--- src/rtl/sfp_pkg.sv ---
`default_nettype none
// ============================================================================
//  Module   : sfp_pkg
//  Brief    : Shared constants, state encoding and helpers for the SFP
//             telemetry framer (header layout, frame sizing).
//  Revision : 1.0 - initial release
// ============================================================================
package sfp_pkg;

    // Start-of-frame marker in the top byte of every header word
    localparam logic [7:0] c_SOF = 8'hA5;

    // Header field offsets (LSB positions inside the 64-bit header word)
    localparam int c_HDR_SOF_LSB  = 56;
    localparam int c_HDR_NODE_LSB = 48;
    localparam int c_HDR_SEQ_LSB  = 32;
    localparam int c_HDR_NW_LSB   = 16;

    typedef enum logic [1:0] {
        IDLE = 2'd0,
        HDR  = 2'd1,
        DATA = 2'd2,
        CSUM = 2'd3
    } state_e;

    // Number of 64-bit data words needed to carry n_ch 32-bit channels
    function automatic int nw(input int n_ch);
        return (n_ch + 1) / 2;
    endfunction

    // Assemble the header word; the low 16 bits are reserved as zero
    function automatic logic [63:0] build_header(input logic [7:0]  node,
                                                 input logic [15:0] seq,
                                                 input logic [15:0] nwords);
        logic [63:0] h;
        h = '0;
        h[c_HDR_SOF_LSB  +: 8]  = c_SOF;
        h[c_HDR_NODE_LSB +: 8]  = node;
        h[c_HDR_SEQ_LSB  +: 16] = seq;
        h[c_HDR_NW_LSB   +: 16] = nwords;
        return h;
    endfunction

endpackage
`default_nettype wire

--- src/rtl/sfp_frame_timer.sv ---
`default_nettype none
// ============================================================================
//  Module   : sfp_frame_timer
//  Brief    : Free-running period counter producing a one-cycle tick on its
//             terminal count; parked at zero while disabled or period is 0.
//  Revision : 1.0 - initial release
// ============================================================================
module sfp_frame_timer #(
    parameter int PERIOD_W = 16
) (
    input  logic                i_clk,
    input  logic                i_rst,
    input  logic                i_en,
    input  logic [PERIOD_W-1:0] i_period,
    output logic                o_tick
);

    logic [PERIOD_W-1:0] cnt_q;
    logic [PERIOD_W-1:0] cnt_d;
    logic                w_run;
    logic                w_term;

    // Terminal count uses >= so a period shrunk below the count wraps at once
    always_comb begin
        w_run  = i_en && (i_period != '0);
        w_term = w_run && (cnt_q >= (i_period - PERIOD_W'(1)));
        cnt_d  = '0;
        if (w_run && !w_term) begin
            cnt_d = cnt_q + PERIOD_W'(1);
        end
    end

    // Counter register
    always_ff @(posedge i_clk or negedge i_rst) begin
        if (!i_rst) begin
            cnt_q <= '0;
        end else begin
            cnt_q <= cnt_d;
        end
    end

    assign o_tick = w_term;

endmodule
`default_nettype wire

--- src/rtl/sfp_telemetry_framer.sv ---
`default_nettype none
// ============================================================================
//  Module   : sfp_telemetry_framer
//  Brief    : Snapshots N_CH telemetry channels on a tick or manual trigger
//             and streams header, packed channel pairs and XOR checksum on a
//             64-bit AXI4-Stream master.
//  Revision : 1.0 - initial release
// ============================================================================
module sfp_telemetry_framer
    import sfp_pkg::*;
#(
    parameter int N_CH     = 9,
    parameter int PERIOD_W = 16
) (
    input  logic                 i_clk,
    input  logic                 i_rst,
    input  logic                 i_en,
    input  logic [7:0]           i_node_id,
    input  logic [PERIOD_W-1:0]  i_period,
    input  logic                 i_trig,
    input  logic [N_CH*32-1:0]   i_ch_data,
    output logic [63:0]          m_axis_tdata,
    output logic                 m_axis_tvalid,
    input  logic                 m_axis_tready,
    output logic                 m_axis_tlast,
    output logic                 o_busy,
    output logic [15:0]          o_seq,
    output logic                 o_overrun
);

    localparam int c_NW    = nw(N_CH);
    localparam int c_IDX_W = (c_NW > 1) ? $clog2(c_NW) : 1;

    state_e               state_q, state_d;
    logic [N_CH*32-1:0]   snap_q, snap_d;
    logic [7:0]           node_q, node_d;
    logic [63:0]          acc_q, acc_d;
    logic [c_IDX_W-1:0]   idx_q, idx_d;
    logic [15:0]          seq_q, seq_d;
    logic                 ovr_q, ovr_d;
    logic                 en_q;

    logic                 w_tick;
    logic                 w_trig;
    logic                 w_hs;
    logic                 w_en_fall;
    logic [c_NW*64-1:0]   w_padded;
    logic [63:0]          w_words [c_NW];

    sfp_frame_timer #(
        .PERIOD_W (PERIOD_W)
    ) u_timer (
        .i_clk    (i_clk),
        .i_rst    (i_rst),
        .i_en     (i_en),
        .i_period (i_period),
        .o_tick   (w_tick)
    );

    assign w_trig        = w_tick | (i_trig & i_en);
    assign w_hs          = m_axis_tvalid & m_axis_tready;
    assign w_en_fall     = en_q & ~i_en;
    assign m_axis_tvalid = (state_q != IDLE);
    assign m_axis_tlast  = (state_q == CSUM);
    assign o_busy        = (state_q != IDLE);
    assign o_seq         = seq_q;
    assign o_overrun     = ovr_q;

    // Split the snapshot into 64-bit channel pairs; an odd tail pads with zero
    always_comb begin
        w_padded                 = '0;
        w_padded[N_CH*32-1:0]    = snap_q;
        for (int j = 0; j < c_NW; j++) begin
            w_words[j] = w_padded[j*64 +: 64];
        end
    end

    // Word mux: everything comes from registers, so data holds while stalled
    always_comb begin
        case (state_q)
            HDR:     m_axis_tdata = build_header(node_q, seq_q, 16'(c_NW));
            DATA:    m_axis_tdata = w_words[idx_q];
            CSUM:    m_axis_tdata = acc_q;
            default: m_axis_tdata = '0;
        endcase
    end

    // Next-state, snapshot capture, checksum accumulation and overrun tracking
    always_comb begin
        state_d = state_q;
        snap_d  = snap_q;
        node_d  = node_q;
        acc_d   = acc_q;
        idx_d   = idx_q;
        seq_d   = seq_q;
        ovr_d   = ovr_q;

        if (w_en_fall) begin
            ovr_d = 1'b0;
        end
        if (w_hs) begin
            acc_d = acc_q ^ m_axis_tdata;
        end

        case (state_q)
            IDLE: begin
                if (w_trig) begin
                    state_d = HDR;
                    snap_d  = i_ch_data;
                    node_d  = i_node_id;
                    acc_d   = '0;
                    idx_d   = '0;
                end
            end
            HDR: begin
                if (w_hs) begin
                    state_d = DATA;
                end
            end
            DATA: begin
                if (w_hs) begin
                    if (idx_q == c_IDX_W'(c_NW - 1)) begin
                        state_d = CSUM;
                    end else begin
                        idx_d = idx_q + c_IDX_W'(1);
                    end
                end
            end
            CSUM: begin
                if (w_hs) begin
                    state_d = IDLE;
                    seq_d   = seq_q + 16'd1;
                end
            end
            default: state_d = IDLE;
        endcase

        // Triggers are never queued; any trigger outside IDLE is lost
        if (w_trig && (state_q != IDLE)) begin
            ovr_d = 1'b1;
        end
    end

    // FSM state register
    always_ff @(posedge i_clk or negedge i_rst) begin
        if (!i_rst) begin
            state_q <= IDLE;
        end else begin
            state_q <= state_d;
        end
    end

    // Datapath registers
    always_ff @(posedge i_clk or negedge i_rst) begin
        if (!i_rst) begin
            snap_q <= '0;
            node_q <= '0;
            acc_q  <= '0;
            idx_q  <= '0;
            seq_q  <= '0;
            ovr_q  <= 1'b0;
            en_q   <= 1'b0;
        end else begin
            snap_q <= snap_d;
            node_q <= node_d;
            acc_q  <= acc_d;
            idx_q  <= idx_d;
            seq_q  <= seq_d;
            ovr_q  <= ovr_d;
            en_q   <= i_en;
        end
    end

endmodule
`default_nettype wire

--- config.mk ---
export PLATFORM = sky130hd
export DESIGN_NAME = sfp_telemetry_framer
export DESIGN_NICKNAME = d
export VERILOG_FILES = /design/src/rtl/sfp_pkg.sv /design/src/rtl/sfp_frame_timer.sv /design/src/rtl/sfp_telemetry_framer.sv
export SDC_FILE = /design/constraint.sdc
export NUM_CORES = 1
export LEC_CHECK = 0
export ABC_AREA = 0
export BUFFER_PORTS_ARGS = -buffer_cell sky130_fd_sc_hd__buf_2
export CELL_PAD_IN_SITES_DETAIL_PLACEMENT = 0
export CELL_PAD_IN_SITES_GLOBAL_PLACEMENT = 1
export CORE_MARGIN = 2
export CORE_UTILIZATION = 45
export CTS_CLUSTER_DIAMETER = 80
export DETAILED_ROUTE_END_ITERATION = 7
export HOLD_SLACK_MARGIN = 0.06
export PLACE_DENSITY_LB_ADDON = 0.1
export RECOVER_POWER = 100
export SYNTH_ARGS = -nofsm -noshare
export SYNTH_HDL_FRONTEND = slang
export SYNTH_SLANG_ARGS = --single-unit
--- constraint.sdc ---
create_clock -name i_clk -period 3.1 [get_ports i_clk]
set_input_delay 0.155 -clock i_clk [delete_from_list [all_inputs] [get_ports i_clk]]
set_output_delay 0.155 -clock i_clk [all_outputs]
set_load 0.02 [all_outputs]
# Word level (Yosys, flattened, before mapping)
# Cells that the tools add are included.
# word_totals
regBits,399
inputBits,317
output_inout_bits,84
wordCells,66
# op_classes
add_sub_neg,4
order_cmp,2
eq_ne,10
n_mux,20
bitwise,7
reduce_logical,14
# op_table
cell,count
$mux W64,5
$bmux W64 S3,1
$pmux W64 S3,1
$xor A64 B64 Y64,1
$add A16 B1 Y16 const B,2
$ge A16 B16 Y1,1
$mux W16,1
$reduce_bool A16 Y1,1
$sub A16 B1 Y16 const B,1
$mux W2,5
$ne A2 B2 Y1 const B,5
$mux W3,3
$pmux W2 S4,1
$pmux W3 S2,1
$reduce_bool A2 Y1,3
$reduce_and A5 Y1,1
$eq A2 B2 Y1 const B,2
$ge A4 B4 Y1 const B,1
$logic_and A1 B1 Y1,4
$not A3 Y4,1
$reduce_and A2 Y1,2
$reduce_and A4 Y1,1
$add A3 B1 Y3 const B,1
$and A1 B1 Y1,3
8 further kinds,9

# Logic depth before layout (Yosys ltp)
# Gate-level depths: netlist (run 1).
# depth
ltp_word,9
ltp_mapped,17
depth_no_buf,13

# Cells and area by module
# A second synthesis (run 1) with hierarchy kept.
# hier_totals
cells_unflattened,2248
hier_area_um2,20055.5
# modules_own_cells
mod,n_inst,cells_each,area_per_inst_um2,seq_area_each_um2
sfp_telemetry_framer,1,2091,18636.6,9584.2
sfp_frame_timer,1,157,1418.9,400.4

# Worst setup path after synthesis (run 1)
# No wires, ideal clock.
# synth_path
path_type,input to register
startpoint,input i_period[3]
endpoint,register snap_q[100]
setup_ns,0.125
t_arrival_ns,3.159
t_required_ns,2.975
setup_slack_ns,-0.184
cell_stages,15
path_buffers,3
cell_sequence,or3_1 > nor3_1 > nand2b_1 > nor3_1 > nor3b_1 > xnor2_1 > ha_1 > nand4_1 > or3_1 > nand4_1 > o31a_1 > buf_6 > buf_6 > buf_6 > mux2_4
# synth_via
elab_chain_len,5
elab_cells_between_ends,7
cone_classes,add/sub (1); order compare (1); bitwise (1); reduce/logical (4)
# synth_rtl
element,line_no,rtl
start: declaration,sfp_telemetry_framer.sv:19,"input logic [PERIOD_W-1:0] i_period,"
$sub A16 B1 Y16 / $reduce_bool A16 Y1 (equally long branches),"sfp_frame_timer.sv:26, sfp_frame_timer.sv:25",
$ge A16 B16 Y1 / $logic_and A1 B1 Y1 (equally long branches),"sfp_frame_timer.sv:26, sfp_frame_timer.sv:25",
$logic_and A1 B1 Y1 *,sfp_frame_timer.sv:26,w_term = w_run && (cnt_q >= (i_period - PERIOD_W'(1)));
$or A1 B1 Y1 *,sfp_telemetry_framer.sv:60,assign w_trig = w_tick | (i_trig & i_en);
$reduce_and A2 Y1 (no line) *,--,
end signal: assignment,sfp_telemetry_framer.sv:164,snap_q <= snap_d;
end: declaration,sfp_telemetry_framer.sv:35,"logic [N_CH*32-1:0] snap_q, snap_d;"
# Mark *: on every way between the ends. The rest lies on a longest branch, timed or not.
# A chain may end at the register's enable or synchronous reset.

# Worst setup path in the final report (run 1)
# layout_path
startpoint,input i_period[3]
endpoint,register snap_q[118]
# The elaborated chain is that of the path after synthesis.

==> results of run 1 <==
[repair_timing]
action                                 CTS  global route
hold buffers                           300             0
setup endpoints to repair               12            71
endpoints found under the hold margin  379             0
setup buffers                            1             2
pin swaps                                0             1
gates resized for setup                  1             4
gates cloned                             0             2
[cell type report]
type	count	area share, %
Multi-Input combinational cell	900	33.4
Inverter	11	0.151
Tap cell	585	2.67
Timing Repair Buffer	782	21.5
Clock inverter	11	0.526
Antenna cell	3	0.0274
Clock buffer	71	5.15
Sequential cell	399	36.5
[cells in the final DEF, fill, tap and decap left out, types with 35 or more instances in the layout]
master           n
clkbuf_16       51
xnor2_1         62
a21oi_1         41
nor2_1         156
o21ai_0         40
a222oi_1        54
dlygate4sd3_1  300
buf_4           50
dfrtp_1        396
buf_2          383
mux2_4         240
or3_1           35
mux2_2          56
mux4_2          64
[report_power, final]
part | switching [W] | internal (W)
Combinational | 0.00480 | 0.00565
Clock | 0.00219 | 0.00337
Sequential | 0.00154 | 0.00760
Total | 0.00854 | 0.0166
[metrics by stage]
| stage | total power [W] | setup WS [ns] | cells |
|---|---|---|---|
| floorplan | 0.0161 | 0.000577 | 1407 |
| global placement | 0.0191 | -0.363 | 2372 |
| detailed placement | 0.0193 | -0.424 | 2372 |
| CTS | 0.0253 | 0.0428 | 2755 |
| global route | 0.0266 | -0.00806 | 2762 |
| finish | 0.0252 | 0.151 | 2762 |
[worst max-delay path: stages]
cell and delay (ns):
buf_2 0.10, or3_1 0.40, nor3_2 0.16, nand2b_1 0.14, nor3_2 0.15, nor3b_2 0.21
xnor2_1 0.09, ha_1 0.29, nand4_1 0.18, or3_1 0.37, nand4_1 0.13, o31a_4 0.20
buf_12 0.19, buf_12 0.25, mux2_4 0.33
[sequential cells by signal, indices dropped and copies added (netlist names)]
name	flops
snap_q	288
acc_q	64
o_seq	16
u_timer.cnt_q	16
node_q	8
idx_q	3
state_q	2
en_q	1
o_overrun	1
[metal layers]
layer / track usage, % / vias to the layer above / part of all wire [%]
met5: 0 / - / 0.012
met4: 8.98 / 2 / 2.8
met3: 4.82 / 96 / 5.8
met2: 41.0 / 431 / 48
met1: 33.6 / 7341 / 43
li1: - / 6659 / -
[path summary, 6_finish.rpt]
| check | slack [ns] | from | cells after the start | endpoint |
|---|---|---|---|---|
| max in group asynchronous | 0.50 | i_rst | 3 | snap_q[11]$_DFFE_PN0P_ |
| hold reg to reg | 0.49 | snap_q[264]$_DFFE_PN0P_ | 1 | snap_q[264]$_DFFE_PN0P_ |
| hold / removal | 0.34 | i_ch_data[61] | 3 | snap_q[61]$_DFFE_PN0P_ |
| setup / recovery | 0.15 | i_period[3] | 15 | snap_q[118]$_DFFE_PN0P_ |
| min in group asynchronous | 0.81 | i_rst | 2 | u_timer.cnt_q[10]$_DFF_PN0_ |
| setup reg to reg | 0.33 | u_timer.cnt_q[0]$_DFF_PN0_ | 9 | snap_q[118]$_DFFE_PN0P_ |
[logic make-up after synthesis]
logic type	Yosys count
AND/OR/NAND/NOR	279
multiplexers	363
XOR/XNOR	74
adder cells (fa/ha/maj)	25
flip-flops	399
AO/OA/AOI/OAI	159
buffers and inverters	108
==> impl_metrics.json, run 1 <==
{
  "status": "finished with violations",
  "violations": "capacitance limit, slew limit",
  "skew_ns": 0.0130,
  "final.setup.tns_ns": 0,
  "place_congestion": 0.790,
  "crit_path_end_kind": "flop",
  "numPortBuffers": 400,
  "n_fill_cell": 3327,
  "hold_path.class": "in2reg",
  "cp_data_arrival_time_ns": 3.41,
  "area_delta_synth_final_pct": 38.9,
  "die_w_microns": 213,
  "clk_pin_slew_ns": 0.06,
  "final_nets": 2482,
  "crit_type": "in2reg",
  "routed-via-count": 14500,
  "drc": 0,
  "power_leakage_nw": 12.5,
  "cts-buffers-inserted": 46,
  "rsz0062_at_grt": "true",
  "synth_top_area_cell": "dfrtp_1",
  "postRouteAntennaNets": 0,
  "required_ns": 3.56,
  "netlist_top_cells_count": "399 x dfrtp_1, 240 x mux2_4, 156 x nor2_1",
  "synthTopCellsByArea": "dfrtp_1 51%, mux2_4 18%, mux4_2 7.3%",
  "yosysTopAreaCellShare_pct": 50.6,
  "finalCriticalPeriod_ns": 2.95,
  "initial_core_util_pct": 45.7,
  "fp-row-count": 76,
  "muxShareOfSynthArea_pct": 29.0,
  "ios": 401,
  "grt_max_degree": 86,
  "synthSimpleGateAreaFrac_pct": 6.43,
  "synth-xor-area-share_pct": 3.29,
  "post-route-util_pct": 63.4,
  "dp_hpwl_microns": 36900,
  "maxCapViolCount": 1,
  "synth_top_family_by_area": "multiplexers",
  "drt_first_iter_violations": 1003,
  "setup_viol": 0,
  "overflow": 0,
  "seq_area_sq_um": 9990,
  "multi_input_area_sq_um": 9150,
  "fin_crit_sh_pct": 95.1,
  "max_freq_mhz": 339,
  "slew_viol_final": 85,
  "synth_fa_ha_area_share_pct": 1.59,
  "avgRoutedWirePerCell_microns": 20.7,
  "synth_seq_cells": 399,
  "worstPathMaxFanout": 29,
  "hold_viol_final": 0,
  "synth.distinct_cells": 49,
  "seq_area_frac_synth_pct": 50.6,
  "worstSetupStartpointType": "input port",
  "design.die.area_sq_um": 45500,
  "root_buffer": "clkbuf_16",
  "worst_pin_slew_ns": 2.34,
  "cts.sink_count": 399,
  "grt_util_all_layers_pct": 25.1,
  "fin_hold_ws_ns": 0.337,
  "grt_antenna_before_repair": 4,
  "syn_area_per_cell_sq_um": 14.0,
  "irDropWorstVdd_v": 0.000486,
  "synthCells": 1407,
  "grt_pass1_wl_microns": 87700,
  "synth.yosys.warnings": 0,
  "synth.most_common_cell": "dfrtp_1",
  "fin_area_sq_um": 27400,
  "drive_above_1_share_pct": 41.7,
  "power_density_nw_per_um2": 919,
  "via_per_inst": 5.26,
  "fp.coreArea_sq_um": 43200,
  "placedInstanceArea_sq_um": 22800,
  "syn_nets": 1749,
  "grt_pass1_vias": 15400,
  "clk_latency_ns": 0.57,
  "synth_compound_area_share_pct": 5.81,
  "chipHeight_microns": 213,
  "wl_microns": 57100,
  "drt_first_pass_iters": 8,
  "clock_path_buffers": 3,
  "cts_tree": "yes",
  "slew_headroom_pct": -55.8,
  "ys.flop_type": "dfrtp_1",
  "ctsHtreeMaxLevel": 2,
  "async_flop_share_pct": 100,
  "synth_edf_count": 0,
  "syn-cell-area_sq_um": 19700
}
(Power assumes the default switching activity.)
==> inputs of run 2 (changes only) <==
--- a/config.mk
+++ b/config.mk
@@ -5,12 +5,12 @@
 export SDC_FILE = /design/constraint.sdc
 export NUM_CORES = 1
 export LEC_CHECK = 0
-export ABC_AREA = 0
+export ABC_AREA = 1
 export BUFFER_PORTS_ARGS = -buffer_cell sky130_fd_sc_hd__buf_2
 export CELL_PAD_IN_SITES_DETAIL_PLACEMENT = 0
 export CELL_PAD_IN_SITES_GLOBAL_PLACEMENT = 1
 export CORE_MARGIN = 2
-export CORE_UTILIZATION = 45
+export CORE_UTILIZATION = 40
 export CTS_CLUSTER_DIAMETER = 80
 export DETAILED_ROUTE_END_ITERATION = 7
 export HOLD_SLACK_MARGIN = 0.06
==> run 2 against run 1 <==
- the flow still finishes with violations (capacitance limit, slew limit)
- core utilization is 8.4 points lower
- first-iteration DRC count is 25% higher
- clock-buffer cell count is 1 higher
- hold slack worse by 0.036 ns
- sequential cell count stayed put
- synthesized area is 1.6% higher
- combinational power is 13% lower
- power is 7.5% lower
- wire length is 25% higher
- die area is 14% higher
- critical path type is now reg2out
==> impl_metrics.json, run 2 <==
{
  "grt_pass1_vias": 19900,
  "worst_pin_slew_ns": 2.39,
  "reg_top3": "snap_q: 288 flops, acc_q: 64 flops",
  "netlist_top_cells_count": "1166 x nand2_1, 399 x dfrtp_1, 223 x nor2_1",
  "seq_area_frac_synth_pct": 49.8,
  "async_flop_share_pct": 100,
  "die_w_microns": 228,
  "syn-cell-area_sq_um": 20000,
  "critPathSlowestCell": "dfrtp_2",
  "synthTopCellsByArea": "dfrtp_1 50%, nand2_1 22%, nor2_1 4.2%",
  "synth.distinct_cells": 35,
  "switching_share_pct": 40.5,
  "ios": 401,
  "hp-start": "i_ch_data[199]",
  "pwr-share-seq_pct": 36.9,
  "synth.most_common_cell": "nand2_1",
  "clockPowerShare_pct": 23.7,
  "largest_register_ffs": 288,
  "chipHeight_microns": 228,
  "grt_max_degree": 99,
  "final_nets": 3617,
  "rr_endpoint": "o_seq[14]$_DFFE_PN0P_",
  "r2r_start": "state_q[1]$_DFFE_PN0P_",
  "overflow": 0,
  "drive_above_1_share_pct": 16.0,
  "root_buffer": "clkbuf_16",
  "grt_pass1_wl_microns": 112000,
  "routed-via-count": 19900,
  "crit_type": "reg2out",
  "worstPathMaxFanout": 17,
  "dp_hpwl_microns": 47300,
  "power_frac_comb_pct": 39.4,
  "r2r_cells": 9,
  "synth_top_area_cell": "dfrtp_1",
  "wl_microns": 71200,
  "yosysTopAreaCellShare_pct": 49.8,
  "design.die.area_sq_um": 51900,
  "placedInstanceArea_sq_um": 23000,
  "ys.flop_type": "dfrtp_1",
  "power_leakage_nw": 14.1,
  "postRouteAntennaNets": 0,
  "required_ns": 2.94,
  "ctsHtreeMaxLevel": 2,
  "irDropWorstVdd_v": 0.000507,
  "fin_hold_ws_ns": 0.300,
  "dp.cells": 3599,
  "post_cts_buffers": 0,
  "clk_pin_slew_ns": 0.06,
  "p_switching_w": 0.00942,
  "final_common_cell": "nand2_1",
  "fp.coreArea_sq_um": 49800,
  "rsz0062_at_grt": "false",
  "worstSetupStartpointType": "flop",
  "avgRoutedWirePerCell_microns": 17.9,
  "drc": 0,
  "numPortBuffers": 400,
  "internal_power_w": 0.0139,
  "final_cell_mix": "1168 x nand2_1, 396 x dfrtp_1, 324 x buf_2",
  "drt_first_iter_violations": 1251,
  "initial_core_util_pct": 40.3,
  "maxCapViolCount": 1,
  "power_density_nw_per_um2": 850,
  "post-route-util_pct": 55.0,
  "fp-row-count": 82,
  "area_delta_synth_final_pct": 36.6,
  "drt_first_pass_iters": 7,
  "via_per_inst": 5.00,
  "critPathTopFamily": "buffers and inverters",
  "hold_end": "snap_q[199]$_DFFE_PN0P_",
  "synth_seq_cells": 399,
  "max_freq_mhz": 342,
  "whs_path_depth": 4,
  "skew_ns": 0.0236,
  "cts.sink_count": 399,
  "crit_chain": "clkinv_2, buf_4, o21ai_0, o22ai_1, nand2_1, a31oi_1, clkbuf_2",
  "violations": "capacitance limit, slew limit",
  "cts-buffers-inserted": 47,
  "grt_util_all_layers_pct": 27.3,
  "fin_crit_sh_pct": 94.4,
  "setup_viol": 0,
  "cp-startpoint": "idx_q[1]$_DFFE_PN0P_",
  "synth_edf_count": 0,
  "r2r_setup_slack_ns": 0.44,
  "largest-register": "snap_q",
  "cp_data_arrival_time_ns": 2.77,
  "grt_antenna_before_repair": 5,
  "final_cells": 3983,
  "max_stage_delay_ns": 0.42,
  "cts_tree": "yes",
  "path_buf_inv": 3,
  "hold_path.class": "in2reg",
  "clock_path_buffers": 3,
  "synthCells": 2600,
  "place_congestion": 0.861,
  "hold_viol_final": 0,
  "slew_viol_final": 39,
  "crit_path_end_kind": "output pin",
  "clk_latency_ns": 0.59,
  "fin_area_sq_um": 27400,
  "finalCriticalPeriod_ns": 2.93,
  "status": "finished with violations",
  "synth.yosys.warnings": 0,
  "syn_nets": 2942,
  "slew_headroom_pct": -59.3,
  "syn_area_per_cell_sq_um": 7.71
}
## run 2: cell types whose count changed after synthesis, moves of 59 or more
cell / change
o22ai_1: +59
inv_1: +83
o21ai_0: +104
mux2_4: -240
nand2_1: +1135
mux4_2: -64
nor2_1: +67
## run 2: metal layers
metal  track usage, %  vias up  wire length (microns)
met5                0        -                     38
met1             35.9     9566                  30400
met2             45.2      600                  33800
met3             4.04      155                   3990
met4             11.6        6                   2930
li1                 -     9606                      -
## run 2: layout make-up
cell class / count / area, sq um
Tap cell: 672 / 841
Clock buffer: 72 / 1440
Timing Repair Buffer: 780 / 5790
Clock inverter: 11 / 85.1
Fill cell: 4743 / 22400
Antenna cell: 2 / 5.00
Inverter: 101 / 395
Multi-Input combinational cell: 1946 / 8810
Sequential cell: 399 / 9990
## run 2: power by group through the flow
stage	combinational [W]	sequential, W	clock (W)
finish	0.00917	0.00859	0.00551
detailed placement	0.00902	0.00862	0
CTS	0.00935	0.00856	0.00563
floorplan	0.00590	0.00834	0
global route	0.0103	0.00884	0.00583
global placement	0.00889	0.00858	0
## run 2: per-stage QoR
| step | power [W] | TNS (ns) | setup slack (ns) |
|---|---|---|---|
| 6_report | 0.0233 | 0 | 0.172 |
| 2_1_floorplan | 0.0142 | 0 | 0.460 |
| 4_1_cts | 0.0235 | 0 | 0.0247 |
| 5_1_grt | 0.0250 | 0 | 0.0140 |
| 3_3_place_gp | 0.0175 | -0.228 | -0.0132 |
| 3_5_place_dp | 0.0176 | -4.52 | -0.0687 |
## run 2: kinds of logic after synthesis
group                    share of synthesized area, %
AO/OA/AOI/OAI                                    8.28
buffers and inverters                            6.23
AND/OR/NAND/NOR                                  30.1
multiplexers                                   0.0562
XOR/XNOR                                         3.93
adder cells (fa/ha/maj)                          1.56
flip-flops                                       49.8
## run 2: worst max path at each step
stage	slack, ns	endpoint	depth (start not counted)
final	0.17	m_axis_tdata[43]	7
after global routing	0.01	snap_q[273]$_DFFE_PN0P_	23
after CTS	0.02	m_axis_tdata[61]	9
after detailed placement	-0.07	snap_q[267]$_DFFE_PN0P_	23
after global placement	-0.01	snap_q[267]$_DFFE_PN0P_	23
after floorplan	0.46	snap_q[100]$_DFFE_PN0P_	23
## run 2: worst min-delay path, cell delays in order
cell           delay (ns)
dlygate4sd3_1        0.51
buf_2                0.09
nand2_1              0.04
nand2_1              0.05
## run 2: repair_timing
| item | 4_1_cts | 5_1_grt |
|---|---|---|
| endpoints found under the setup margin | 0 | 28 |
| resized for setup | 0 | 4 |
| hold buffers | 299 | 0 |
| endpoints found under the hold margin | 699 | 0 |
